--- config.mk ---
export PLATFORM = sky130hd
export DESIGN_NAME = times_table_arbiter
export DESIGN_NICKNAME = d
export VERILOG_FILES = /design/src/rtl/tt_arb_pkg.sv /design/src/rtl/tt_arb_rr.sv /design/src/rtl/times_table_arbiter.sv
export SDC_FILE = /design/constraint.sdc
export NUM_CORES = 1
export LEC_CHECK = 0
export CAP_MARGIN = 25
export CORE_MARGIN = 2
export CORE_UTILIZATION = 48
export CTS_BUF_LIST = sky130_fd_sc_hd__clkbuf_4 sky130_fd_sc_hd__clkbuf_8 sky130_fd_sc_hd__clkbuf_16
export DETAILED_ROUTE_END_ITERATION = 8
export DONT_BUFFER_PORTS = 1
export HOLD_SLACK_MARGIN = 0.02
export REMOVE_ABC_BUFFERS = 1
export SYNTH_ARGS = -nofsm -noshare
export SYNTH_HDL_FRONTEND = slang
export SYNTH_SLANG_ARGS = --single-unit
--- constraint.sdc ---
create_clock -name clk -period 4.17 [get_ports clk]
set_input_delay 0.834 -clock clk [delete_from_list [all_inputs] [get_ports clk]]
set_output_delay 0.834 -clock clk [all_outputs]
set_load 0.005 [all_outputs]
--- src/rtl/tt_arb_pkg.sv ---
// ---------------------------------------------------------------------------
// tt_arb_pkg : shared types and constants for times_table_arbiter
// Revision   : 1.0
// ---------------------------------------------------------------------------
`default_nettype none

package tt_arb_pkg;

  typedef enum logic [1:0] {
    IDLE  = 2'd0,
    ISSUE = 2'd1,
    WAIT  = 2'd2,
    RESP  = 2'd3
  } tt_arb_state_t;

  localparam int CLIENT0 = 0;
  localparam int CLIENT1 = 1;
  localparam int TT_W    = 3;

endpackage

`default_nettype wire

--- src/rtl/tt_arb_rr.sv ---
// ---------------------------------------------------------------------------
// tt_arb_rr : 2-way round-robin picker with a registered priority pointer
// Revision  : 1.0
// ---------------------------------------------------------------------------
`default_nettype none

module tt_arb_rr
  import tt_arb_pkg::*;
(
  input  logic       clk,
  input  logic       rst_n,
  input  logic [1:0] req,
  input  logic       advance,
  output logic [1:0] grant
);

  // ptr = 0 favours client 0 under contention, 1 favours client 1
  logic ptr;

  always_comb begin
    grant = 2'b00;
    case (req)
      2'b01:   grant = 2'b01;
      2'b10:   grant = 2'b10;
      2'b11:   grant = ptr ? 2'b10 : 2'b01;
      default: grant = 2'b00;
    endcase
  end

  // After a grant the pointer favours whichever client did not win
  always_ff @(posedge clk or negedge rst_n) begin
    if (!rst_n) begin
      ptr <= 1'b0;
    end else if (advance) begin
      ptr <= grant[CLIENT0];
    end
  end

endmodule

`default_nettype wire

--- src/rtl/times_table_arbiter.sv ---
// ---------------------------------------------------------------------------
// times_table_arbiter : shares one times-table lookup unit between two clients
// Optional served0/served1 counters when TT_ARB_STATS_EN is defined.
// Revision            : 1.0
// ---------------------------------------------------------------------------
`default_nettype none

module times_table_arbiter
  import tt_arb_pkg::*;
#(
  parameter int W   = TT_W,
  parameter int LAT = 1
) (
  input  logic           clk,
  input  logic           rst_n,
  input  logic [1:0]     req,
  input  logic [W-1:0]   a0,
  input  logic [W-1:0]   b0,
  input  logic [W-1:0]   a1,
  input  logic [W-1:0]   b1,
  output logic [1:0]     done,
  output logic [2*W-1:0] result,
  output logic           busy,
  output logic [W-1:0]   mul_a,
  output logic [W-1:0]   mul_b,
  output logic           mul_read,
`ifdef TT_ARB_STATS_EN
  output logic [7:0]     served0,
  output logic [7:0]     served1,
`endif
  input  logic [2*W-1:0] mul_result
);

  tt_arb_state_t state;
  tt_arb_state_t next_state;
  logic [2:0]    wait_cnt;
  logic          winner;
  logic [1:0]    grant;
  logic          advance;

  assign advance  = (state == IDLE) && (|req);
  assign busy     = (state != IDLE);
  assign mul_read = (state == ISSUE);

  tt_arb_rr u_rr (
    .clk     (clk),
    .rst_n   (rst_n),
    .req     (req),
    .advance (advance),
    .grant   (grant)
  );

  always_ff @(posedge clk or negedge rst_n) begin
    if (!rst_n) begin
      state <= IDLE;
    end else begin
      state <= next_state;
    end
  end

  always_comb begin
    next_state = state;
    case (state)
      IDLE:    if (|req) next_state = ISSUE;
      ISSUE:   next_state = WAIT;
      WAIT:    if (wait_cnt == 3'd0) next_state = RESP;
      RESP:    next_state = IDLE;
      default: next_state = IDLE;
    endcase
  end

  // Operands are frozen at grant; the counter covers the lookup latency
  always_ff @(posedge clk or negedge rst_n) begin
    if (!rst_n) begin
      wait_cnt <= 3'd0;
      winner   <= 1'b0;
      done     <= 2'b00;
      result   <= '0;
      mul_a    <= '0;
      mul_b    <= '0;
`ifdef TT_ARB_STATS_EN
      served0  <= 8'd0;
      served1  <= 8'd0;
`endif
    end else begin
      done <= 2'b00;
      case (state)
        IDLE: begin
          if (advance) begin
            winner <= grant[CLIENT1];
            mul_a  <= grant[CLIENT1] ? a1 : a0;
            mul_b  <= grant[CLIENT1] ? b1 : b0;
          end
        end
        ISSUE: wait_cnt <= 3'(LAT - 1);
        WAIT: begin
          if (wait_cnt == 3'd0) begin
            result <= mul_result;
            done   <= winner ? 2'b10 : 2'b01;
`ifdef TT_ARB_STATS_EN
            if (winner) served1 <= served1 + 8'd1;
            else        served0 <= served0 + 8'd1;
`endif
          end else begin
            wait_cnt <= wait_cnt - 3'd1;
          end
        end
        default: ;
      endcase
    end
  end

endmodule

`default_nettype wire

Word-level counts from Yosys, hierarchy flattened --
Index checks and enable logic that the tools add are counted.
Cells by class: add/subtract/negate cells 1, eq/ne operators 9, muxes and demuxes 12, reduce and logical (&&, ||, !) cells 10
Operator list (count):
- 2-to-1 mux 2 bit | 6
- 2-to-1 mux 3 bit | 3
- equality test 2 bit (second input constant) | 4
- one-hot mux 2 bit (4 select lines) | 1
- AND reduction 2 bit | 4
- one-hot mux 2 bit (3 select lines) | 1
- one-hot mux 3 bit (2 select lines) | 1
- equality test 2 x 1 -> 1 bit (second input constant) | 2
- inequality test 2 bit (second input constant) | 2
- nonzero test 2 bit | 2
- zero test 3 bit | 1
- subtractor 3 x 1 -> 3 bit (second input constant) | 1
- zero test 2 bit | 1
- inequality test 2 x 1 -> 1 bit (second input constant) | 1
- OR reduction 2 bit | 1
- logical AND 1 bit | 1
Storage, ports and cells: bits in registers 21, input bits 22

Logic depth before layout (Yosys ltp) --
Gate-level depths: netlist of run 1.
depth after elaboration 3, gate-level depth with buffers 6, mapped depth without buffers 6

Modules after synthesis --
From an unflattened synthesis of run 1, not the netlist that was laid out.
Second synthesis, totals: cells, all modules 85, area, all modules 1006.0 um^2
By module, submodules not included:
- times_table_arbiter | times used 1, cells an instance 80, area each 943.4 um^2, sequential area each 500.5 um^2
- tt_arb_rr | times used 1, cells an instance 5, area each 62.6 um^2, sequential area each 25.0 um^2

Worst setup path before layout of run 1 --
OpenSTA, ideal clock, no wires.
kind input to register, start point input port req[1], end point register state[1], library setup time 0.125 ns, arrival time 1.497 ns, required time 4.045 ns, path slack 2.548 ns, cell stages on the path 4, buffers on the path 1, cell sequence buf_6 nor3b_4 a21oi_2 mux2_4
On the way: word-level cells in the longest chain between the ends 3
RTL lines:
- start: declaration | line times_table_arbiter.sv:16 | input logic [1:0] req,
- OR reduction 2 bit | line times_table_arbiter.sv:64 | IDLE: if (|req) next_state = ISSUE;
- inequality test 2 x 1 -> 1 bit (no source line)
- AND reduction 2 bit (no source line)
- end signal: assignment | line times_table_arbiter.sv:57 | state <= next_state;
- end: declaration | line times_table_arbiter.sv:34 | tt_arb_state_t state;
No other way between the ends. A chain may end at the register's enable or synchronous reset.

Final worst setup path of run 1 --
start point register state[0], end point output port busy
On the way: word-level cells in the longest chain between the ends 1
RTL lines:
- nonzero test 2 bit | line times_table_arbiter.sv:42 | assign busy = (state != IDLE);
- end: declaration | line times_table_arbiter.sv:23 | output logic busy,
No other way between the ends.

==> impl_metrics.json, run 1 <==
{
  "status": "complete, no violations",
  "crit_fanout": 5,
  "final_cell_mix": "21 x dfrtp_1, 9 x inv_1, 9 x nor2_1, 7 x o21ai_0, 7 x a31oi_1",
  "num_io_pins": 38,
  "drtPass1Iterations": 4,
  "drcViolationCount": 0,
  "skew_ps": 2.45,
  "ys_ff_latch": 21,
  "cts_buffer_depth": 2,
  "stdcell_count": 116,
  "seq_area_frac_synth": 0.528,
  "final_nets": 118,
  "cts_max_level": 1,
  "grt_pass1_wl_um": 2880,
  "dr_total_vias": 636,
  "startpoint_type": "flip-flop",
  "fp.dieH_um": 49.5,
  "fin_ws_ps": 2160,
  "cp_cell_sequence": "inv_1 -> ha_1 -> inv_1",
  "diodes": 0,
  "dp_hpwl_um": 1260,
  "die_w_um": 49.5,
  "avgSynthCellArea_um2": 11.4,
  "hp-class": "in2async",
  "drive_gt1_frac": 0.180,
  "maxCapViolations": 0,
  "holdBufCountCts": 0,
  "core_area_um2": 1960,
  "hold_viol_final": 0,
  "irDropWorstVdd_mv": 0.331,
  "synth_top_area_cell": "dfrtp_1",
  "routed_via_density": 5.48,
  "drtIter0Drc": 16,
  "crit_buf_inv": 2,
  "clkSlewWorstSetupHoldPaths_ps": 120,
  "end_kind": "output pin",
  "max_stage_delay_ps": 420,
  "fillers": 195,
  "ys.warnings.count": 0,
  "rsz0062_at_grt": "no",
  "antenna_found_initial": 0,
  "final_common_cell": "dfrtp_1",
  "fin_tns_setup_ps": 0,
  "place_inst": 112,
  "path_class": "reg2out",
  "netlist_top_cells_area": "dfrtp_1 53%, ha_1 7.5%, mux2_2 6.8%, a31oi_1 4.4%, o21ai_0 3.5%",
  "final-setup-viol-count": 0,
  "tightest_slew_ps": 309,
  "clockRootBuffer": "clkbuf_4",
  "grt_overflow": 0,
  "dp_slack_ps": 2510,
  "syn_inst": 87,
  "wirelength_um": 1680,
  "die-area_um2": 2450,
  "postCtsSetupBuffers": 0,
  "critPathSlowestCell": "dfrtp_1",
  "clock-sinks": 21,
  "grt_max_degree": 22,
  "numCtsBuffers": 3,
  "slew_viol_final": 0,
  "yosys.cell_types.count": 21,
  "start_util": 0.507,
  "synth_top_area_share": 0.528,
  "powerDensity_nw_per_um2": 671,
  "placementRows": 16,
  "cp.required_ps": 3340,
  "clock_latency_ps": 300,
  "cts_tree": "built",
  "grt_pass1_vias": 628,
  "io_buffers": 0,
  "netlist_area_um2": 995,
  "wl_per_cell_um": 14.4,
  "cp_common_cell": "inv_1",
  "period_needed_ps": 2010,
  "post-route-period-util": 0.483,
  "max_freq_ghz": 0.497,
  "arrival_ps": 1180,
  "p_leak_nw": 0.470,
  "globalplace.congestion": 0.761,
  "area_growth_pct": 3.90,
  "antenna_left": 0,
  "gr-usage-all-layers": 0.151,
  "slew_headroom": 0.792,
  "cts-resized-gates": 0,
  "crit_family": "flip-flops"
}
## per-layer routing
metal / global-route usage / vias up / routed length (µm)
li1: - / 310 / -
met1: 0.192 / 302 / 800
met2: 0.242 / 22 / 752
met3: 0.0455 / 2 / 110
met4: 0.0556 / 0 / 13
met5: 0 / - / 0
## through the flow
step / total power, W / utilization / instance area, µm² / hold slack (ps)
after floorplan: 0.000552 / - / 972 / 403
after global placement: 0.000598 / 0.513 / 1010 / 414
after detailed placement: 0.000603 / 0.513 / 1010 / 413
after CTS: 0.000700 / 0.527 / 1030 / 201
after global routing: 0.000751 / 0.527 / 1030 / 184
final: 0.000693 / 0.527 / 1030 / 207
## state kept, by name, indices dropped and copies added (netlist names)
| register | count |
|---|---|
| u_rr.ptr | 1 |
| state | 2 |
| winner | 1 |
| mul_b | 3 |
| result | 6 |
| mul_a | 3 |
| done | 2 |
| wait_cnt | 3 |
## cell families after synthesis
group,synth area share
mux,0.0830
simple gates,0.109
fa+ha+maj,0.0755
compound gates,0.147
flops,0.528
buf+inv,0.0566
## cell type report
| cell class | count | area, µm² | share of cell area |
|---|---|---|---|
| flip-flops and latches | 21 | 526 | 0.508 |
| clock buffers | 3 | 22.5 | 0.0218 |
| well taps | 27 | 33.8 | 0.0327 |
| multi-input cells | 55 | 413 | 0.400 |
| inverters | 9 | 33.8 | 0.0327 |
| clock inverters | 1 | 5.00 | 0.00484 |
## report_power, final
part	switching, W	total, W	internal [W]	leakage, nW
registers	0.0000594	0.000351	0.000292	0.252
logic	0.000121	0.000243	0.000122	0.200
clock network	0.0000631	0.0000988	0.0000357	0.0177
total	0.000243	0.000693	0.000450	0.470
## Yosys cell counts, drive strengths merged
master and instances:
dfrtp 21, nand2 1, and2b 1, o2bb2ai 2
o21a 1, a21oi 2, nor3b 1, buf 2
o32a 1, nand3 6, a31oi 7, nand2b 2
nor2 9, a21o 1, ha 6, inv 9
mux2 7, o32ai 1, o21ai 7
## final timing paths
check,cells past startpoint,startpoint,to,slack (ps)
max,3,state[0],busy,2160
max reg2reg,6,wait_cnt[0],wait_cnt[0],2660
min,0,rst_n,mul_b[1],210
min reg2reg,1,winner,done[0],430
min in group clk,1,winner,done[0],430
max in group asynchronous,0,rst_n,result[3],3890
Note: power is estimated with default switching activity, not from simulation.
==> run 2: changes to the inputs <==
==> constraint.sdc (replaced) <==
create_clock -name clk -period 2 [get_ports clk]
set_input_delay 0.4 -clock clk [delete_from_list [all_inputs] [get_ports clk]]
set_output_delay 0.4 -clock clk [all_outputs]
set_load 0.005 [all_outputs]
==> run 2 against run 1 <==
Against the previous run:
- sequential share of layout area is 1.0 points lower
- combinational power is 110% higher
- final cell count is 1.7% higher
- worst hold slack worse by 29 ps
- clock skew is 4.3 ps higher
- critical path depth stayed put
- count of clock-buffer cells in the layout stayed put
- flip-flop and latch count stayed put
- sequential power is 110% higher
- register-to-register slack worse by 2200 ps
- via count is 2.7% higher
- first-iteration DRC count is 50% lower
==> impl_metrics.json, run 2 (synthesized netlist as in run 1, its figures left out) <==
{
  "status": "complete, no violations",
  "start_util": 0.507,
  "powerDensity_nw_per_um2": 1380,
  "utilization": 0.538,
  "final-setup-viol-count": 0,
  "numCtsBuffers": 3,
  "final_nets": 120,
  "clock_latency_ps": 300,
  "clkSlewWorstSetupHoldPaths_ps": 120,
  "clockRootBuffer": "clkbuf_4",
  "final_cell_mix": "21 x dfrtp_1, 9 x inv_1, 9 x nor2_1, 7 x o21ai_0, 7 x a31oi_1",
  "period_needed_ps": 1590,
  "r2r-start": "wait_cnt[0]",
  "cts_buffer_depth": 2,
  "die_w_um": 49.5,
  "wl_per_cell_um": 14.7,
  "wl_met1_um": 810,
  "fin_ws_ps": 412,
  "r2r-end": "wait_cnt[0]",
  "core_area_um2": 1960,
  "routed_via_density": 5.53,
  "gr-usage-all-layers": 0.149,
  "hold_start": "req[1]",
  "dr_wl_met3_um": 120,
  "drcViolationCount": 0,
  "irDropWorstVdd_mv": 0.666,
  "hold_viol_final": 0,
  "slew_viol_final": 0,
  "slew_headroom": 0.731,
  "globalplace.congestion": 0.683,
  "drtIter0Drc": 8,
  "skew_ps": 6.79,
  "finish.instance_area_um2": 1050,
  "path_class": "reg2out",
  "tightest_slew_ps": 402,
  "io_buffers": 0,
  "diodes": 0,
  "grt_overflow": 0,
  "antenna_found_initial": 0,
  "dp_hpwl_um": 1230,
  "critPathSlowestCell": "dfrtp_1",
  "cts_max_level": 1,
  "cp_cell_sequence": "inv_1 -> ha_1 -> inv_1",
  "max_stage_delay_ps": 430,
  "grt_pass1_wl_um": 2850,
  "maxCapViolations": 0,
  "cp_common_cell": "inv_1",
  "hold_path_end": "u_rr.ptr",
  "clock-sinks": 21,
  "startpoint_type": "flip-flop",
  "fp.dieH_um": 49.5,
  "num_io_pins": 38,
  "final_common_cell": "dfrtp_1",
  "dr_wl_met2_um": 794,
  "postCtsSetupBuffers": 0,
  "wirelength_um": 1740,
  "p_leak_nw": 0.481,
  "grt_pass1_vias": 650,
  "cp.required_ps": 1600,
  "rsz0062_at_grt": "no",
  "die-area_um2": 2450,
  "cts_tree": "built",
  "r2r_slack_ps": 470,
  "placementRows": 16,
  "min_path_cells": 1,
  "route.top_layer_used": "met4",
  "grt_max_degree": 22,
  "dp_slack_ps": 483,
  "largest_reg_flops": 6,
  "crit_fanout": 5,
  "antenna_left": 0,
  "area_growth_pct": 6.04,
  "drive_gt1_frac": 0.187,
  "drtPass1Iterations": 4,
  "max_freq_ghz": 0.630,
  "fin_tns_setup_ps": 0,
  "dr_total_vias": 653,
  "hp-class": "in2reg",
  "end_kind": "output pin",
  "post_dp_cell_area_um2": 1010,
  "arrival_ps": 1190,
  "post-route-period-util": 0.794,
  "regMostFlops": "result",
  "reg2regPathDepth": 6
}
-- run 2: cell count changes in the layout (fill, tap and decap cells not counted), sizes merged --
| cell | before | now |
|---|---|---|
| dlygate4sd3 | 0 | 1 |
| buf | 0 | 1 |
-- run 2: how the worst max path moves through the flow --
stage	start	to	slack (ps)	cells after the start
floorplan	wait_cnt[0]	result[0]	630	5
global placement	wait_cnt[0]	wait_cnt[0]	490	6
detailed placement	wait_cnt[0]	wait_cnt[0]	480	6
CTS	state[1]	busy	400	3
global route	state[0]	busy	340	3
finish	state[1]	busy	410	3
-- run 2: power breakdown --
group	internal [W]	total [W]	switching (W)
registers	0.000609	0.000733	0.000125
clock network	0.0000745	0.000206	0.000132
logic	0.000258	0.000519	0.000261
total	0.000942	0.00146	0.000518
-- run 2: final cells by class --
class                           instances  area, µm²
Fill cell                             196        907
Sequential cell                        21        526
Multi-Input combinational cell         55        413
Inverter                                9       33.8
Tap cell                               27       33.8
Clock buffer                            3       22.5
Timing Repair Buffer                    2       21.3
Clock inverter                          1       5.00
-- run 2: per-layer routing --
layer	vias to the layer above	GRT usage
li1	315	-
met1	313	0.193
met2	23	0.233
met3	2	0.0455
met4	0	0.0556
met5	-	0
-- run 2: stage by stage --
stage	instances	hold slack (ps)	power, W
2_1_floorplan	85	104	0.00115
3_3_place_gp	112	105	0.00125
3_5_place_dp	112	105	0.00126
4_1_cts	117	175	0.00148
5_1_grt	118	177	0.00158
6_report	118	179	0.00146
-- run 2: repair_timing --
item / in CTS / in global routing
resized for setup: 0 / 0
hold buffers: 1 / 0
endpoints found under the hold margin: 21 / 0
-- run 2: worst max-delay path, delay by kind of cell (launching register included) --
family                   cells  cell delay, ps
adder cells (fa/ha/maj)      1             240
buffers and inverters        2             210
flip-flops                   1             430
==> run 3: changes to the inputs <==
--- a/config.mk
+++ b/config.mk
@@ -5,6 +5,7 @@
 export SDC_FILE = /design/constraint.sdc
 export NUM_CORES = 1
 export LEC_CHECK = 0
+export ABC_AREA = 1
 export CAP_MARGIN = 25
 export CORE_MARGIN = 2
 export CORE_UTILIZATION = 48
@@ -12,6 +13,7 @@
 export DETAILED_ROUTE_END_ITERATION = 8
 export DONT_BUFFER_PORTS = 1
 export HOLD_SLACK_MARGIN = 0.02
+export PLACE_DENSITY = 0.65
 export REMOVE_ABC_BUFFERS = 1
 export SYNTH_ARGS = -nofsm -noshare
 export SYNTH_HDL_FRONTEND = slang
==> constraint.sdc (replaced) <==
create_clock -name clk -period 1.45 [get_ports clk]
set_input_delay 0.29 -clock clk [delete_from_list [all_inputs] [get_ports clk]]
set_output_delay 0.29 -clock clk [all_outputs]
set_load 0.005 [all_outputs]
==> run 3 against run 2 <==
Against the previous run:
- register-to-register slack worse by 380 ps
- sequential share of layout area fell by 5.0 points
- setup slack got worse by 380 ps
- final area grew 11%
- via count is 24% higher
- critical path depth is 1 higher
- first-iteration DRC count up 50%
- count of clock-buffer cells in the layout unchanged
==> impl_metrics.json, run 3 <==
{
  "final-setup-viol-count": 0,
  "cts_max_level": 1,
  "drtPass1Iterations": 4,
  "startpoint_type": "flip-flop",
  "largest_reg_flops": 6,
  "crit_fanout": 3,
  "final_common_cell": "nand2_1",
  "final_nets": 164,
  "seq_area_frac_synth": 0.498,
  "status": "complete, no violations",
  "wirelength_um": 2090,
  "hp-class": "in2reg",
  "synthSimpleGateAreaFrac": 0.286,
  "startpoint": "state[0]",
  "drtIter0Drc": 12,
  "dr_total_vias": 810,
  "maxCapViolations": 0,
  "netlist_top_cells_area": "dfrtp_1 50%, nand2_1 14%, nand3_1 9.0%, inv_1 7.5%, ha_1 7.1%",
  "clockRootBuffer": "clkbuf_4",
  "max_freq_ghz": 0.705,
  "hold_start": "mul_result[5]",
  "synth_enable_flop_cells": 0,
  "async_reset_ff_frac": 1.00,
  "yosys-mux-area-fraction": 0,
  "io_buffers": 0,
  "end_kind": "output pin",
  "arrival_ps": 1130,
  "numCtsBuffers": 3,
  "wl_per_cell_um": 12.9,
  "hold_viol_final": 0,
  "clock-sinks": 21,
  "post_dp_cell_area_um2": 1090,
  "period_needed_ps": 1420,
  "grt_pass1_vias": 789,
  "num_io_pins": 38,
  "cp.required_ps": 1160,
  "synthXorXnorAreaFrac": 0,
  "ys.warnings.count": 0,
  "synth_commonest_cells": "40 x nand2_1, 21 x dfrtp_1, 21 x inv_1",
  "grt_max_degree": 22,
  "yosys.area_share.adder": 0.0711,
  "rsz0062_at_grt": "yes",
  "r2r-start": "wait_cnt[0]",
  "synth_top_area_cell": "dfrtp_1",
  "tightest_slew_ps": 922,
  "skew_ps": 10.8,
  "post-synth-top-count-cell": "nand2_1",
  "drcViolationCount": 0,
  "area_growth_pct": 11.0,
  "slew_headroom": 0.383,
  "clock_latency_ps": 310,
  "fp.dieH_um": 50.9,
  "grt_overflow": 0,
  "clkSlewWorstSetupHoldPaths_ps": 130,
  "avgSynthCellArea_um2": 8.32,
  "grt_pass1_wl_um": 3430,
  "path_class": "reg2out",
  "p_leak_nw": 0.640,
  "final_cell_mix": "40 x nand2_1, 21 x dfrtp_1, 19 x nand3_1, 18 x inv_1, 5 x buf_4",
  "fin_ws_ps": 31.5,
  "synth_compound_area_frac": 0.0403,
  "die_w_um": 50.9,
  "place_inst": 154,
  "ys_ff_latch": 21,
  "netlist_area_um2": 1060,
  "post-route-period-util": 0.978,
  "synth_ff_type": "dfrtp_1",
  "dp_slack_ps": 92.2,
  "synth_top_family_by_area": "simple AND/OR/NAND/NOR gates",
  "stdcell_count": 162,
  "yosys.cell_types.count": 15,
  "cts_buffer_depth": 2,
  "synth_top_area_share": 0.498,
  "routed_via_density": 5.00,
  "whs_ps": 107,
  "diodes": 0,
  "placementRows": 16,
  "gr-usage-all-layers": 0.175,
  "finish.instance_area_um2": 1170,
  "die-area_um2": 2590,
  "slew_viol_final": 0,
  "cts_tree": "built",
  "drive_gt1_frac": 0.170,
  "core_area_um2": 2020,
  "syn_inst": 127,
  "start_util": 0.522,
  "antenna_found_initial": 0,
  "dp_hpwl_um": 1520,
  "antenna_left": 0,
  "regMostFlops": "result",
  "globalplace.congestion": 0.738,
  "irDropWorstVdd_mv": 1.20,
  "powerDensity_nw_per_um2": 1910
}
[run 3: cell count changes in the layout (fill, tap and decap cells not counted), sizes merged, moves of 2 or more]
| cell | before | now |
|---|---|---|
| a31oi | 7 | 0 |
| buf | 1 | 6 |
| inv | 9 | 22 |
| mux2 | 7 | 0 |
| nand2 | 1 | 43 |
| nand2b | 2 | 0 |
| nand3 | 6 | 19 |
| nor2 | 9 | 6 |
| o2bb2ai | 2 | 0 |
[run 3: cell type report]
| class | count | area (µm²) |
|---|---|---|
| clock buffers | 3 | 22.5 |
| clock inverters | 1 | 5.00 |
| fillers | 192 | 850 |
| inverters | 22 | 87.6 |
| multi-input cells | 81 | 439 |
| flip-flops and latches | 21 | 526 |
| well taps | 27 | 33.8 |
| repair buffers | 7 | 58.8 |
[run 3: what timing repair did]
item / CTS / global route
gates resized for setup: 5 / 4
pin swaps: 1 / 1
hold buffers: 1 / 0
endpoints found under the setup margin: 1 / 3
setup buffers: 2 / 1
hold endpoints to repair: 21 / 0
[run 3: routing by layer]
metal,GRT usage,part of all wire,vias to the layer above,routed length (µm)
met5,0,0,-,0
met2,0.297,0.48,23,1010
li1,-,-,404,-
met1,0.208,0.45,381,943
met3,0.0702,0.062,2,129
met4,0.0405,0.0048,0,10
[run 3: where the power goes]
group,switching (W),internal [W],total [W]
combinational,0.000548,0.000393,0.000940
clock,0.000188,0.000103,0.000291
sequential,0.000169,0.000835,0.00100
total,0.000905,0.00133,0.00224
[run 3: final timing paths]
check,end,slack (ps),cells after the start
worst max-delay path,busy,30,4
worst min-delay path,result[5],110,2
worst max register to register,state[0],90,8
worst min register to register,done[0],480,1
max in group asynchronous,mul_b[2],340,1
min in group asynchronous,result[5],540,1
[run 3: worst max-delay path, stage by stage, from the launching register on]
cell and delay, ps:
dfrtp_1 410, inv_2 100, ha_4 160, inv_4 40, buf_6 110
[run 3: cell families (layout without fill, tap and decap cells)]
logic type	Yosys count	count (layout)
AOI/OAI and AO/OA	7	7
adders and majority gates	6	6
buffers and inverters	25	33
DFF	21	21
and+or+nand+nor	68	68
[run 3: metrics by stage]
stage / total power (W) / util / TNS [ps]
2_1_floorplan: 0.00158 / - / 0
3_3_place_gp: 0.00176 / 0.537 / 0
3_5_place_dp: 0.00181 / 0.537 / 0
4_1_cts: 0.00220 / 0.569 / 0
5_1_grt: 0.00244 / 0.580 / -33.3
6_report: 0.00224 / 0.580 / 0
